File: src/rtl/fir_sum_pipe_pkg.sv
// Shared FIR definitions: tap count, default widths, adder-tree growth, round/scale/saturate.
// Latency: n/a (types and pure functions only).
// Backpressure: n/a.
package fir_sum_pipe_pkg;

  localparam int NTAPS      = 4;
  localparam int FIR_PROD_W = 16;

  // Width of an exact sum of ntaps unsigned prod_w-bit values.
  function automatic int sum_w(input int prod_w, input int ntaps);
    return prod_w + $clog2(ntaps);
  endfunction

  // Optional round half-up, then right shift. 64-bit working width is wide enough
  // that the rounding increment can never overflow for any realistic sum width.
  function automatic logic [63:0] round_shift(input logic [63:0] s, input int shift,
                                              input bit rnd);
    logic [63:0] r;
    r = s;
    if (rnd && shift > 0) r = s + (64'd1 << (shift - 1));
    return r >> shift;
  endfunction

  // Largest value representable on an out_w-bit unsigned output.
  function automatic logic [63:0] sat_max(input int out_w);
    return (64'd1 << out_w) - 64'd1;
  endfunction

endpackage

File: src/rtl/fir_sum_pipe_if.sv
// Product-set input and filtered-sample output bundle of the FIR summing pipeline.
// Latency: n/a (wiring only).
// Backpressure: in_ready / out_ready valid-ready pairs.
interface fir_sum_pipe_if #(
  parameter int PROD_W = 16,
  parameter int OUT_W  = 16
);
  logic              in_valid;
  logic              in_ready;
  logic [PROD_W-1:0] p0;
  logic [PROD_W-1:0] p1;
  logic [PROD_W-1:0] p2;
  logic [PROD_W-1:0] p3;
  logic              out_valid;
  logic              out_ready;
  logic [OUT_W-1:0]  out_data;
  logic              sat;
  logic              sat_clr;

  modport master (
    output in_valid, p0, p1, p2, p3, out_ready, sat_clr,
    input  in_ready, out_valid, out_data, sat
  );

  modport slave (
    input  in_valid, p0, p1, p2, p3, out_ready, sat_clr,
    output in_ready, out_valid, out_data, sat
  );
endinterface

File: src/rtl/fir_round_sat.sv
// Rounds, scales and saturates a full-precision adder-tree sum to the output width.
// Latency: combinational.
// Backpressure: none (pure function of the input).
module fir_round_sat
  import fir_sum_pipe_pkg::*;
#(
  parameter int SUM_W = 18,
  parameter int OUT_W = 16,
  parameter int SHIFT = 2,
  parameter int ROUND = 1
) (
  input  logic [SUM_W-1:0] sum,
  output logic [OUT_W-1:0] res,
  output logic             sat
);

  logic [63:0] q;

  // Scale then clamp to the largest output code; sat flags the clamp.
  always_comb begin
    q   = round_shift(64'(sum), SHIFT, ROUND != 0);
    sat = (q > sat_max(OUT_W));
    res = sat ? OUT_W'(sat_max(OUT_W)) : q[OUT_W-1:0];
  end

endmodule

File: src/rtl/fir_sum_pipe.sv
// Sums four tap products in a two-level adder tree, then rounds/scales/saturates.
// Latency: 3 cycles accepted input to out_valid; throughput 1 per cycle.
// Backpressure: one global enable freezes all stages while out_valid && !out_ready.
module fir_sum_pipe
  import fir_sum_pipe_pkg::*;
#(
  parameter int PROD_W = FIR_PROD_W,
  parameter int OUT_W  = 16,
  parameter int SHIFT  = 2,
  parameter int ROUND  = 1
) (
  input  logic           clk,
  input  logic           rst_n,
  fir_sum_pipe_if.slave  bus
);

  localparam int SUM_W = sum_w(PROD_W, NTAPS);

  logic              en;
  logic              v1;
  logic              v2;
  logic [PROD_W:0]   s1a;
  logic [PROD_W:0]   s1b;
  logic [SUM_W-1:0]  s2;
  logic [OUT_W-1:0]  rs_dat;
  logic              rs_sat;

  // A stage may advance whenever the output slot is empty or being drained.
  assign en           = !bus.out_valid || bus.out_ready;
  assign bus.in_ready = en;

  fir_round_sat #(
    .SUM_W (SUM_W),
    .OUT_W (OUT_W),
    .SHIFT (SHIFT),
    .ROUND (ROUND)
  ) u_round_sat (
    .sum (s2),
    .res (rs_dat),
    .sat (rs_sat)
  );

  // Valid bits track occupancy; bubbles travel as v=0.
  always_ff @(posedge clk or negedge rst_n) begin
    if (!rst_n) begin
      v1            <= 1'b0;
      v2            <= 1'b0;
      bus.out_valid <= 1'b0;
    end else if (en) begin
      v1            <= bus.in_valid;
      v2            <= v1;
      bus.out_valid <= v2;
    end
  end

  // Adder-tree data needs no reset: it is qualified by the valid bits.
  always_ff @(posedge clk) begin
    if (en) begin
      s1a <= (PROD_W+1)'(bus.p0) + (PROD_W+1)'(bus.p1);
      s1b <= (PROD_W+1)'(bus.p2) + (PROD_W+1)'(bus.p3);
      s2  <= SUM_W'(s1a) + SUM_W'(s1b);
    end
  end

  // Output register is reset so the port reads zero after an abort.
  always_ff @(posedge clk or negedge rst_n) begin
    if (!rst_n) begin
      bus.out_data <= '0;
    end else if (en) begin
      bus.out_data <= rs_dat;
    end
  end

  // Sticky saturation flag; a new saturating load beats a same-cycle clear.
  always_ff @(posedge clk or negedge rst_n) begin
    if (!rst_n) begin
      bus.sat <= 1'b0;
    end else if (en && v2 && rs_sat) begin
      bus.sat <= 1'b1;
    end else if (bus.sat_clr) begin
      bus.sat <= 1'b0;
    end
  end

endmodule

File: src/flat_wrapper.sv
// flat-port wrapper written by rule: the top's interface ports become plain ports
module fir_sum_pipe_flat import fir_sum_pipe_pkg::*;
#(
  parameter int PROD_W = FIR_PROD_W,
  parameter int OUT_W  = 16,
  parameter int SHIFT  = 2,
  parameter int ROUND  = 1
)
  (clk, rst_n, bus_in_valid, bus_p0, bus_p1, bus_p2, bus_p3, bus_out_ready, bus_sat_clr, bus_in_ready, bus_out_valid, bus_out_data, bus_sat);
  fir_sum_pipe_if #(.PROD_W(PROD_W), .OUT_W(OUT_W)) bus_i ();
  input  logic clk;
  input  logic rst_n;
  input wire logic [$bits(bus_i.in_valid)-1:0] bus_in_valid;
  input wire logic [$bits(bus_i.p0)-1:0] bus_p0;
  input wire logic [$bits(bus_i.p1)-1:0] bus_p1;
  input wire logic [$bits(bus_i.p2)-1:0] bus_p2;
  input wire logic [$bits(bus_i.p3)-1:0] bus_p3;
  input wire logic [$bits(bus_i.out_ready)-1:0] bus_out_ready;
  input wire logic [$bits(bus_i.sat_clr)-1:0] bus_sat_clr;
  output wire logic [$bits(bus_i.in_ready)-1:0] bus_in_ready;
  output wire logic [$bits(bus_i.out_valid)-1:0] bus_out_valid;
  output wire logic [$bits(bus_i.out_data)-1:0] bus_out_data;
  output wire logic [$bits(bus_i.sat)-1:0] bus_sat;
  assign bus_i.in_valid = bus_in_valid;
  assign bus_i.p0 = bus_p0;
  assign bus_i.p1 = bus_p1;
  assign bus_i.p2 = bus_p2;
  assign bus_i.p3 = bus_p3;
  assign bus_i.out_ready = bus_out_ready;
  assign bus_i.sat_clr = bus_sat_clr;
  assign bus_in_ready = bus_i.in_ready;
  assign bus_out_valid = bus_i.out_valid;
  assign bus_out_data = bus_i.out_data;
  assign bus_sat = bus_i.sat;
  fir_sum_pipe #(.PROD_W(PROD_W), .OUT_W(OUT_W), .SHIFT(SHIFT), .ROUND(ROUND)) u_core (.clk(clk), .rst_n(rst_n), .bus(bus_i));
endmodule
File: config.mk
export PLATFORM = sky130hd
export DESIGN_NAME = fir_sum_pipe_flat
export DESIGN_NICKNAME = d
export VERILOG_FILES = /design/src/rtl/fir_sum_pipe_pkg.sv /design/src/rtl/fir_sum_pipe_if.sv /design/src/rtl/fir_round_sat.sv /design/src/rtl/fir_sum_pipe.sv /design/src/flat_wrapper.sv
export SDC_FILE = /design/constraint.sdc
export NUM_CORES = 1
export LEC_CHECK = 0
export ABC_AREA = 1
export ABC_CLOCK_PERIOD_IN_PS = 6400
export CELL_PAD_IN_SITES_DETAIL_PLACEMENT = 0
export CELL_PAD_IN_SITES_GLOBAL_PLACEMENT = 1
export CORE_MARGIN = 2
export CORE_UTILIZATION = 41
export CTS_CLUSTER_SIZE = 28
export DETAILED_ROUTE_END_ITERATION = 10
export HOLD_SLACK_MARGIN = 0.08
export PLACE_DENSITY_LB_ADDON = 0.1
export SYNTH_ARGS = -nofsm -noshare
export SYNTH_HDL_FRONTEND = slang
export SYNTH_SLANG_ARGS = --single-unit
File: constraint.sdc
create_clock -name clk -period 6.4 [get_ports clk]
set_clock_uncertainty 0.15 [all_clocks]
set_input_delay 1.6 -clock clk [delete_from_list [all_inputs] [get_ports clk]]
set_output_delay 1.6 -clock clk [all_outputs]
set_load 0.1 [all_outputs]
==> Yosys cells after proc, flatten, opt, wreduce, memory -nomap -nowiden <==
Cells that the tools add are included.
{ "word_totals": {"reg_bits": 72, "in_bits": 69, "elab_cells": 21, "output_inout_bits": 19} }
{ "op_classes": {"add_sub_neg": 4, "n_reduce_logical": 5, "muxes": 3, "magnitude_cmp": 1} }
{ "ops": {"columns": ["op", "count"], "rows": [
  ["62-bit by 16-bit > comparator with 1-bit output (second input constant)", 1],
  ["16-bit by 16-bit adder with 17-bit output", 2],
  ["18-bit by 2-bit adder with 19-bit output (second input constant)", 1],
  ["17-bit by 17-bit adder with 18-bit output", 1],
  ["16-bit 2-to-1 mux", 1],
  ["1-bit logical AND", 2],
  ["1-bit 2-to-1 mux", 2],
  ["2-bit nonzero test", 1],
  ["1-bit logical NOT", 1],
  ["1-bit logical OR", 1]
]} }

==> Logic depth before layout (Yosys ltp) <==
Gate-level depths: netlist of run 1.
{ "depth": {"ltp_word": 5, "depth_mapped": 11, "depth_no_buf": 11} }

==> By module <==
Synthesis of run 1 repeated with hierarchy kept, for this count alone.
{ "unflattened": {"cells_unflattened": 790, "hier_area_um2": 5773.0} }
{ "modules_own_cells": {"columns": ["mod", "area_per_inst_um2", "instances", "seq_area_each_um2", "cells_each"], "rows": [
  ["fir_sum_pipe", 5223.8, 1, 2062.0, 680],
  ["fir_round_sat", 549.3, 1, 0.0, 110]
]} }

==> Least setup slack after synthesis of run 1 <==
OpenSTA, ideal clock, no wires.
{ "synth_path": {"path_kind": "input -> output", "startpoint": "in bus_out_ready", "endpoint": "out bus_in_ready", "setup_slack_ps": 482, "arrival_ps": 4168, "cell_stages": 3, "cell_sequence": "nor2_2 -> inv_1 -> clkbuf_1"} }
{ "synth_via": {"elab_chain_len": 1} }
{ "synth_lines": {"columns": ["element", "line", "text"], "rows": [
  ["from (decl)", "flat_wrapper.sv:18", "input wire logic [$bits(bus_i.out_ready)-1:0] bus_out_ready;"],
  ["1-bit logical OR", "fir_sum_pipe.sv:29", "assign en = !bus.out_valid || bus.out_ready;"],
  ["to (decl)", "flat_wrapper.sv:20", "output wire logic [$bits(bus_i.in_ready)-1:0] bus_in_ready;"]
]} }
No other way between the ends.

==> Worst setup path in the final report of run 1 <==
Same ends and word-level chain as after synthesis.

==> metrics.yaml, run 1 <==
outcome:
  status: "finished, final reports clean"
logic_synthesis:
  synth_area_leaders: "edfxtp_1, nand2_1, ha_1"
  ys_seq_elements: 71
  yosys-top-cells-count: "nand2_1, inv_1, nor2_1, nand3_1, edfxtp_1"
  synth_top_area_share_pct: 27.6
  synth_edf_count: 51
  synth_ff_type: "edfxtp_1"
  synth_top_area_cell: "edfxtp_1"
  ys_warn_count: 0
  synth.most_common_cell: "nand2_1"
  async_flop_share_pct: 28.2
  ys_types: 30
  seq_area_frac_synth_pct: 36.7
  syn_area_um2: 5540
  synth.net_count: 870
  syn_inst: 749
  avgSynthCellArea_um2: 7.40
global_route:
  grt_pass1_vias: 4757
  grt_start_max_net_pins: 83
  grtUsageTotal_pct: 17.7
  grt_pass1_wl_mm: 20.5
  overflow: 0
  antenna_found_initial: 0
critical_path:
  cp_cell_sequence: "clkdlybuf4s50_1, nor2_2, inv_2, buf_4"
  cpMaxStageDelayCell: "clkdlybuf4s50_1"
  critPathArrivalTime_ps: 2670
  worst-path-max-fanout: 8
  max_stage_delay_ps: 410
  path_class: "input pin to output port"
  reg2reg_depth: 11
  startpoint_type: "input pin"
  cp_data_required_time_ps: 4650
  worstSetupEndpointType: "output port"
cts:
  cts.sinks: 71
  post_cts_buffers: 0
  cts_tree: "done"
  cts_buffer_depth: 2
  clk_latency_ps: 330
  htreeDepth: 3
  cts_hold_buf: 0
  cts_resized: 0
  cts-root-buf: "clkbuf_16"
  cts_made_buffers: 9
  clk_pin_slew_worst_paths_ps: 60
timing:
  setup_viol: 0
  post-route-period-util_pct: 69.1
  fmax_ghz: 0.226
  setup_tns_ps: 0
  slew_headroom_pct: 35.1
  tightest_slew_ps: 970
  hold_viol_final: 0
  rsz0062_at_grt: "false"
  period_minus_slack_ps: 4420
  maxSlewViolCount: 0
cells_and_area:
  fillCellCount: 1319
  final_cells: 1025
  fin_nets: 965
  drive_gt1_share_pct: 4.59
  syn_to_final_growth_pct: 24.5
  register_area_um2: 2030
  final_core_util_pct: 52.1
  diodes: 0
  fin_area_um2: 6900
  multiInputGateArea_um2: 3110
detailed_routing:
  viasPerCell: 4.89
  wl_mm: 12.2
  ant_nets: 0
  first_pass_iters: 7
  wl_per_cell_um: 11.9
  drc: 0
  drt_iter0_markers: 326
  vias: 5015
placement:
  placed_area_um2: 6610
  dp_cells: 1009
  finalWeightedCongestion: 0.866
  port_buffers: 87
  hpwlAfterDp_mm: 10.2
power:
  p_per_area_nw_per_um2: 418
  p_leak_nw: 3.33
  power.total_mw: 2.88
  vdd_drop_max_mv: 0.169
hold_path:
  hold_path_class: "register to register"
  whs_path_depth: 2
floorplan:
  core_area_um2: 13200
  ios: 88
  rows: 42
  die_width_um: 120
  start_util_pct: 41.8
  dieArea_um2: 14500
  die_h_um: 120
flow_run:
  drv_cap: 0
[cell families (layout without fill, tap and decap cells)]
logic type      Yosys count  after routing  share of synthesized area [%]
flops                    71             71                           36.7
compound gates           85             85                           8.58
buf+inv                 105            205                           7.25
xor+xnor                 27             27                           4.27
simple gates            409            409                           31.1
fa+ha+maj                52             52                           12.2
[stage by stage]
step	hold WS, ps	worst slack (ps)
finish	332	1980
floorplan	303	482
detailed placement	315	1970
global placement	322	1970
CTS	338	1960
global route	366	1920
[power breakdown]
group	total (mW)	switching (mW)	internal [mW]
Sequential	0.878	0.127	0.751
Combinational	1.54	1.07	0.472
Clock	0.462	0.180	0.282
[per-layer routing]
layer	track usage, %	share of wire [%]
met1	20.5	43
met4	7.63	2.4
met2	33.0	50
met5	0	0
met3	1.93	3.9
[final cells by class]
cell class	instances	area share [%]
inverter	101	5.50
timing repair buffer	88	12.7
tap	176	3.19
multi-input combinational	573	45.0
clock buffer	11	3.66
clock inverter	5	0.472
sequential	71	29.5
[layout by cell type, fill, tap and decap left out, types with 5 or more instances in the layout]
cell / instances
clkdlybuf4s50_1: 86
inv_1: 98
edfxtp_1: 51
nand3_1: 54
clkbuf_16: 9
o21ai_1: 6
nand2_1: 243
nand2_2: 6
nand4_1: 14
o21ai_0: 21
nor3_1: 6
dfrtp_1: 20
xor2_1: 22
nor2_1: 71
ha_1: 49
xnor2_1: 5
a21oi_1: 44
[critical path, delay by kind of cell]
| family | cells | cell delay, ps |
|---|---|---|
| buffers and inverters | 3 | 760 |
| and+or+nand+nor | 1 | 310 |
[worst paths after layout]
check	slack, ps	startpoint	end
max	1980	bus_out_ready	bus_in_ready
min	330	u_core.bus.out_data[11]	u_core.bus.out_data[11]
max reg2reg	4310	u_core.s1b[0]	u_core.s2[16]
min reg2reg	330	u_core.bus.out_data[11]	u_core.bus.out_data[11]
max in group asynchronous	3960	rst_n	u_core.bus.out_data[14]
min in group asynchronous	1610	rst_n	u_core.v2
[state kept, by name (all words and copies together) (netlist names)]
register and count:
u_core.v1 1, u_core.s2 17, u_core.bus.out_valid 1, u_core.bus.sat 1, u_core.bus.out_data 16, u_core.v2 1
u_core.s1a 17, u_core.s1b 17
(Power assumes the default switching activity.)
==> run 2: changes to the inputs <==
--- a/config.mk
+++ b/config.mk
@@ -6,11 +6,11 @@
 export NUM_CORES = 1
 export LEC_CHECK = 0
 export ABC_AREA = 1
-export ABC_CLOCK_PERIOD_IN_PS = 6400
+export ABC_CLOCK_PERIOD_IN_PS = 4570
 export CELL_PAD_IN_SITES_DETAIL_PLACEMENT = 0
 export CELL_PAD_IN_SITES_GLOBAL_PLACEMENT = 1
 export CORE_MARGIN = 2
-export CORE_UTILIZATION = 41
+export CORE_UTILIZATION = 40
 export CTS_CLUSTER_SIZE = 28
 export DETAILED_ROUTE_END_ITERATION = 10
 export HOLD_SLACK_MARGIN = 0.08
==> constraint.sdc (replaced) <==
create_clock -name clk -period 4.57 [get_ports clk]
set_clock_uncertainty 0.15 [all_clocks]
set_input_delay 1.1425 -clock clk [delete_from_list [all_inputs] [get_ports clk]]
set_output_delay 1.1425 -clock clk [all_outputs]
set_load 0.1 [all_outputs]
==> run 2 against run 1 <==
Effect of this change: via count about the same; combinational power grew 42%; clock power is 39% higher; worst hold slack improved by 6.9 ps; utilization down 1.7 points; setup slack got worse by 770 ps; non-clock buffer count up 1; design area rose by 0.20%; critical path type unchanged; largest cell class unchanged.
==> metrics.yaml, run 2 (synthesis results as in run 1) <==
critical_path:
  critPathArrivalTime_ps: 2070  # -600 ps
  cp-startpoint: "bus_out_ready"
  startpoint_type: "input pin"
  worst-path-max-fanout: 8  # unchanged
  path_class: "input pin to output port"
  reg2reg_from: "u_core.bus.out_valid"
  worstSetupEndpointType: "output port"
  cp_data_required_time_ps: 3280  # -1370 ps
cells_and_area:
  largest_registers: "u_core.s1a (17), u_core.s1b (17), u_core.s2 (17)"
  register_area_um2: 2030  # unchanged
  final_core_util_pct: 50.4  # -1.7 points
  syn_to_final_growth_pct: 24.8
  fillCellCount: 1370  # +3.9%
  final_cells: 1030  # +0.49%
  drive_gt1_share_pct: 4.71  # +0.11 points
  final_cell_mix: "nand2_1, inv_1, clkdlybuf4s50_1"
  fin_nets: 966  # +0.10%
  layout.cells.most_common: "nand2_1"
  multiInputGateArea_um2: 3110  # unchanged
  diodes: 0  # unchanged
  fin_area_um2: 6910  # +0.20%
power:
  power_frac_clock_pct: 15.8  # -0.2 points
  p_per_area_nw_per_um2: 587  # +40%
  p_int_mw: 2.10  # +40%
  switching_power_mw: 1.95  # +42%
  seq_power_share_pct: 30.4  # about the same
  swShare_pct: 48.2  # +0.40 points
  pwr-share-comb_pct: 53.9  # +0.4 points
  p_leak_nw: 3.33  # +0.24%
  vdd_drop_max_mv: 0.236  # +39%
global_route:
  grtUsageTotal_pct: 17.7  # -0.022 points
  met2_usage_pct: 32.8  # -0.19 points
  grt_pass1_wl_mm: 20.9  # +1.5%
  grt_start_max_net_pins: 83  # unchanged
  grt_use_met3_pct: 2.34  # +0.41 points
  grt_busiest_layer: "met2"
  grt_pass1_vias: 4662  # -2.0%
  antenna_found_initial: 0  # unchanged
  use_met1_pct: 20.8  # +0.30 points
  overflow: 0  # unchanged
floorplan:
  ios: 88  # unchanged
  die_h_um: 122  # +1.2%
  rows: 43  # +2.4%
  start_util_pct: 40.4  # -1.5 points
  die_width_um: 122  # +1.2%
  core_area_um2: 13700  # +3.6%
  dieArea_um2: 14800  # +2.4%
timing:
  setup_slack_ps: 1210  # -771 ps
  maxSlewViolCount: 0  # unchanged
  setup_tns_ps: 0  # unchanged
  period_minus_slack_ps: 3360
  setup_viol: 0  # unchanged
  post-route-period-util_pct: 73.6
  slew_headroom_pct: 34.8  # -0.35 points
  rsz0062_at_grt: "false"
  fmax_ghz: 0.297
  hold_viol_final: 0  # unchanged
  tightest_slew_ps: 975  # +5.25 ps
flow_run:
  drv_cap: 0  # unchanged
cts:
  cts_tree: "done"
  clk_latency_ps: 330  # about the same
  clk_pin_slew_worst_paths_ps: 60  # about the same
  cts-root-buf: "clkbuf_16"
  cts.sinks: 71  # unchanged
  htreeDepth: 3  # unchanged
  cts_resized: 0  # unchanged
  cts_hold_buf: 0  # unchanged
  post_cts_buffers: 0  # unchanged
  cts_buffer_depth: 2  # unchanged
  cts_made_buffers: 9  # unchanged
placement:
  pre_cts_slack_ps: 1200  # -765 ps
  hpwlAfterDp_mm: 10.4  # +2.1%
  port_buffers: 87  # unchanged
  placed_area_um2: 6640  # +0.38%
  finalWeightedCongestion: 0.874  # +0.91%
  dp_cells: 1014  # +0.50%
hold_path:
  hold_path_class: "register to register"
  min_from: "u_core.bus.out_data[8]"
detailed_routing:
  drc: 0  # unchanged
  vias: 5019  # +0.080%
  wl_mm: 12.7  # +4.1%
  viasPerCell: 4.87  # -0.41%
  drt_iter0_markers: 337  # +3.4%
  ant_nets: 0  # unchanged
  wl_per_cell_um: 12.4  # +3.6%
  first_pass_iters: 6  # -1
outcome:
  status: "finished, final reports clean"
run 2: changes by cell type in the layout (fill, tap and decap cells not counted), sizes merged:
cell,change
clkbuf,-1
buf,+1
inv,+1
run 2: power by group through the flow:
stage / combinational [mW] / clock (mW) / sequential, mW
6_report: 2.18 / 0.640 / 1.23
3_3_place_gp: 2.17 / 0 / 1.23
4_1_cts: 2.20 / 0.655 / 1.23
3_5_place_dp: 2.19 / 0 / 1.25
2_1_floorplan: 1.11 / 0 / 1.75
5_1_grt: 2.41 / 0.684 / 1.26
run 2: final timing paths:
check | end | slack [ps] | cells after the start
hold reg to reg | u_core.bus.out_data[8] | 340 | 2
hold / removal | u_core.bus.out_data[8] | 340 | 2
min in group asynchronous | u_core.bus.sat | 1160 | 1
setup / recovery | bus_in_ready | 1210 | 5
max in group asynchronous | u_core.bus.out_data[14] | 2560 | 1
setup reg to reg | u_core.bus.out_data[6] | 2470 | 8
run 2: final cells by class:
| class | count | share of cell area (%) |
|---|---|---|
| multi-input cells | 573 | 44.9 |
| inverters | 101 | 5.48 |
| repair buffers | 89 | 13.0 |
| clock buffers | 10 | 3.46 |
| well taps | 180 | 3.26 |
| flip-flops and latches | 71 | 29.4 |
| clock inverters | 6 | 0.507 |
run 2: metrics by stage:
stage               hold WS (ps)  power, mW
floorplan                    303       2.86
global placement             324       3.40
detailed placement           329       3.44
CTS                          345       4.09
global route                 357       4.36
finish                       339       4.06
run 2: per-layer routing:
metal	share of wire (%)	vias to the layer above
met1	44	2235
met5	0	-
met3	3.7	21
li1	-	2643
met4	2.1	0
met2	50	120
run 2: critical path: stages:
cell and delay, ps:
clkdlybuf4s50_1 470, nor2_2 40, buf_4 160, inv_2 80
buf_12 170
==> run 3: changes to the inputs <==
--- a/config.mk
+++ b/config.mk
@@ -6,11 +6,11 @@
 export NUM_CORES = 1
 export LEC_CHECK = 0
 export ABC_AREA = 1
-export ABC_CLOCK_PERIOD_IN_PS = 4570
+export ABC_CLOCK_PERIOD_IN_PS = 2690
 export CELL_PAD_IN_SITES_DETAIL_PLACEMENT = 0
 export CELL_PAD_IN_SITES_GLOBAL_PLACEMENT = 1
 export CORE_MARGIN = 2
-export CORE_UTILIZATION = 40
+export CORE_UTILIZATION = 36
 export CTS_CLUSTER_SIZE = 28
 export DETAILED_ROUTE_END_ITERATION = 10
 export HOLD_SLACK_MARGIN = 0.08
==> constraint.sdc (replaced) <==
create_clock -name clk -period 2.69 [get_ports clk]
set_clock_uncertainty 0.15 [all_clocks]
set_input_delay 0.6725 -clock clk [delete_from_list [all_inputs] [get_ports clk]]
set_output_delay 0.6725 -clock clk [all_outputs]
set_load 0.1 [all_outputs]
==> run 3 against run 2 <==
Effect of this change: sequential share of layout area decreased by 0.46 points; design area increased by 1.6%; highest routed layer unchanged; utilization decreased by 4.0 points; cell count increased by 2.4%; die area increased by 11%; flip-flop and latch count unchanged; critical path type is now input pin to register; critical endpoint is now u_core.s1b[14]; combinational power increased by 70%; non-clock buffer count increased by 17.
==> metrics.yaml, run 3 (synthesis results as in run 1) <==
timing:
  setup_viol: 0  # unchanged
  maxSlewViolCount: 0  # unchanged
  slew_headroom_pct: 72.9  # +38 points
  tightest_slew_ps: 407  # -568 ps
  fmax_ghz: 0.404
  hold_viol_final: 0  # unchanged
  post-route-period-util_pct: 92.0
  hold_slack_ps: 338  # -1.06 ps
  setup_tns_ps: 0  # unchanged
  rsz0062_at_grt: "false"
  setup_slack_ps: 216  # -992 ps
  period_minus_slack_ps: 2470
global_route:
  grtUsageTotal_pct: 16.7  # -0.95 points
  overflow: 0  # unchanged
  grt_pass1_vias: 4921  # +5.6%
  antenna_found_initial: 0  # unchanged
  grt_start_max_net_pins: 83  # unchanged
  grt_pass1_wl_mm: 21.9  # +5.1%
cells_and_area:
  final_cell_mix: "nand2_1, inv_1, nor2_1"
  syn_to_final_growth_pct: 26.8
  register_area_um2: 2030  # about the same
  diodes: 0  # unchanged
  largest_registers: "u_core.s1a (17), u_core.s1b (17), u_core.s2 (17)"
  fillCellCount: 1556  # +14%
  fin_nets: 983  # +1.8%
  multiInputGateArea_um2: 3110  # unchanged
  layout.cells.most_common: "nand2_1"
  drive_gt1_share_pct: 8.77  # +4.1 points
cts:
  clk_latency_ps: 330  # about the same
  cts_hold_buf: 0  # unchanged
  cts_made_buffers: 9  # unchanged
  cts_resized: 0  # unchanged
  cts-root-buf: "clkbuf_16"
  clk_pin_slew_worst_paths_ps: 60  # about the same
  cts.sinks: 71  # unchanged
  post_cts_buffers: 0  # unchanged
  cts_buffer_depth: 2  # unchanged
  cts_tree: "done"
  htreeDepth: 3  # unchanged
hold_path:
  hold_path_class: "register to register"
  whs_path_depth: 2  # unchanged
detailed_routing:
  first_pass_iters: 4  # -2
  ant_nets: 0  # unchanged
  viasPerCell: 4.79  # -1.6%
  wl_mm: 13.2  # +4.0%
  drt_iter0_markers: 226  # -33%
  wl_per_cell_um: 12.5  # +1.5%
  vias: 5058  # +0.78%
  drc: 0  # unchanged
floorplan:
  start_util_pct: 36.6  # -3.8 points
  die_h_um: 128  # +5.2%
  core_area_um2: 15100  # +10%
  die_width_um: 128  # +5.2%
  rows: 45  # +4.7%
  ios: 88  # unchanged
  dieArea_um2: 16400  # +11%
power:
  power.total_mw: 6.91  # +70%
  p_per_area_nw_per_um2: 984  # +68%
  vdd_drop_max_mv: 0.541  # +130%
  p_leak_nw: 3.43  # +2.9%
outcome:
  status: "finished, final reports clean"
critical_path:
  cp_top_family: "adder cells"
  cp_cell_sequence: "clkdlybuf4s50_1, ha_1, inv_1, fa_1, nor2_1, nor2_1, o21ai_1, nand2_1, nand3_1, nand2_1"
  worstSetupEndpointType: "register"
  reg2reg_depth: 11  # +3
  cpMaxStageDelayCell: "clkdlybuf4s50_1"
  worst-path-max-fanout: 3  # -5
  startpoint_type: "input pin"
  path_buf_inv: 2  # -2
  cp_num_cells: 10  # +5
  path_class: "input pin to register"
  cp_data_required_time_ps: 2630  # -650 ps
  max_stage_delay_ps: 460  # about the same
  critPathArrivalTime_ps: 2410  # +340 ps
placement:
  port_buffers: 87  # unchanged
  finalWeightedCongestion: 0.860  # -1.5%
  pre_cts_slack_ps: -151  # -1350 ps
  hpwlAfterDp_mm: 11.0  # +6.0%
flow_run:
  drv_cap: 0  # unchanged
-- run 3: cell types whose count changed in the layout (fill, tap and decap cells not counted), sizes merged --
cell / change
clkinv: -3
buf: +35
inv: +2
clkbuf: -1
clkinvlp: +2
clkdlybuf4s50: -18
-- run 3: tightest hold or removal path, cell delays in order, from the launching register on --
cell	delay, ps
dfrtp_1	340
nand2_1	50
o21ai_0	60
-- run 3: layer usage --
metal	vias to the layer above	track usage [%]	wire, um
li1	2682	-	-
met1	2234	19.5	5840
met2	122	30.6	6620
met3	20	2.50	495
met4	0	6.72	278
met5	-	0	0
-- run 3: area by class of cell --
type / count / share of cell area (%)
multi-input combinational: 573 / 44.2
sequential: 71 / 28.9
timing repair buffer: 106 / 14.1
inverter: 101 / 5.40
tap: 188 / 3.35
clock buffer: 9 / 3.21
clock inverter: 7 / 0.801
-- run 3: worst paths after layout --
check / slack, ps / endpoint / from
min in group asynchronous: 540 / u_core.v1 / rst_n
max in group asynchronous: 1630 / u_core.bus.out_valid / rst_n
max reg2reg: 560 / u_core.s2[16] / u_core.s1b[0]
max: 220 / u_core.s1b[14] / bus_p3[0]
min: 340 / u_core.v2 / u_core.v2
min reg2reg: 340 / u_core.v2 / u_core.v2
-- run 3: power breakdown --
group,switching (mW),total (mW),leakage [nW],internal (mW)
sequential,0.310,2.09,0.761,1.78
clock,0.475,1.11,0.133,0.633
combinational,2.58,3.71,2.54,1.13
total,3.37,6.91,3.43,3.54
-- run 3: through the flow --
step	util, %	area, um2	instances
6_report	46.4	7030	1055
5_1_grt	46.4	7030	1055
4_1_cts	46.4	7030	1055
3_5_place_dp	44.5	6750	1039
3_3_place_gp	44.5	6750	1039
2_1_floorplan	-	5550	749
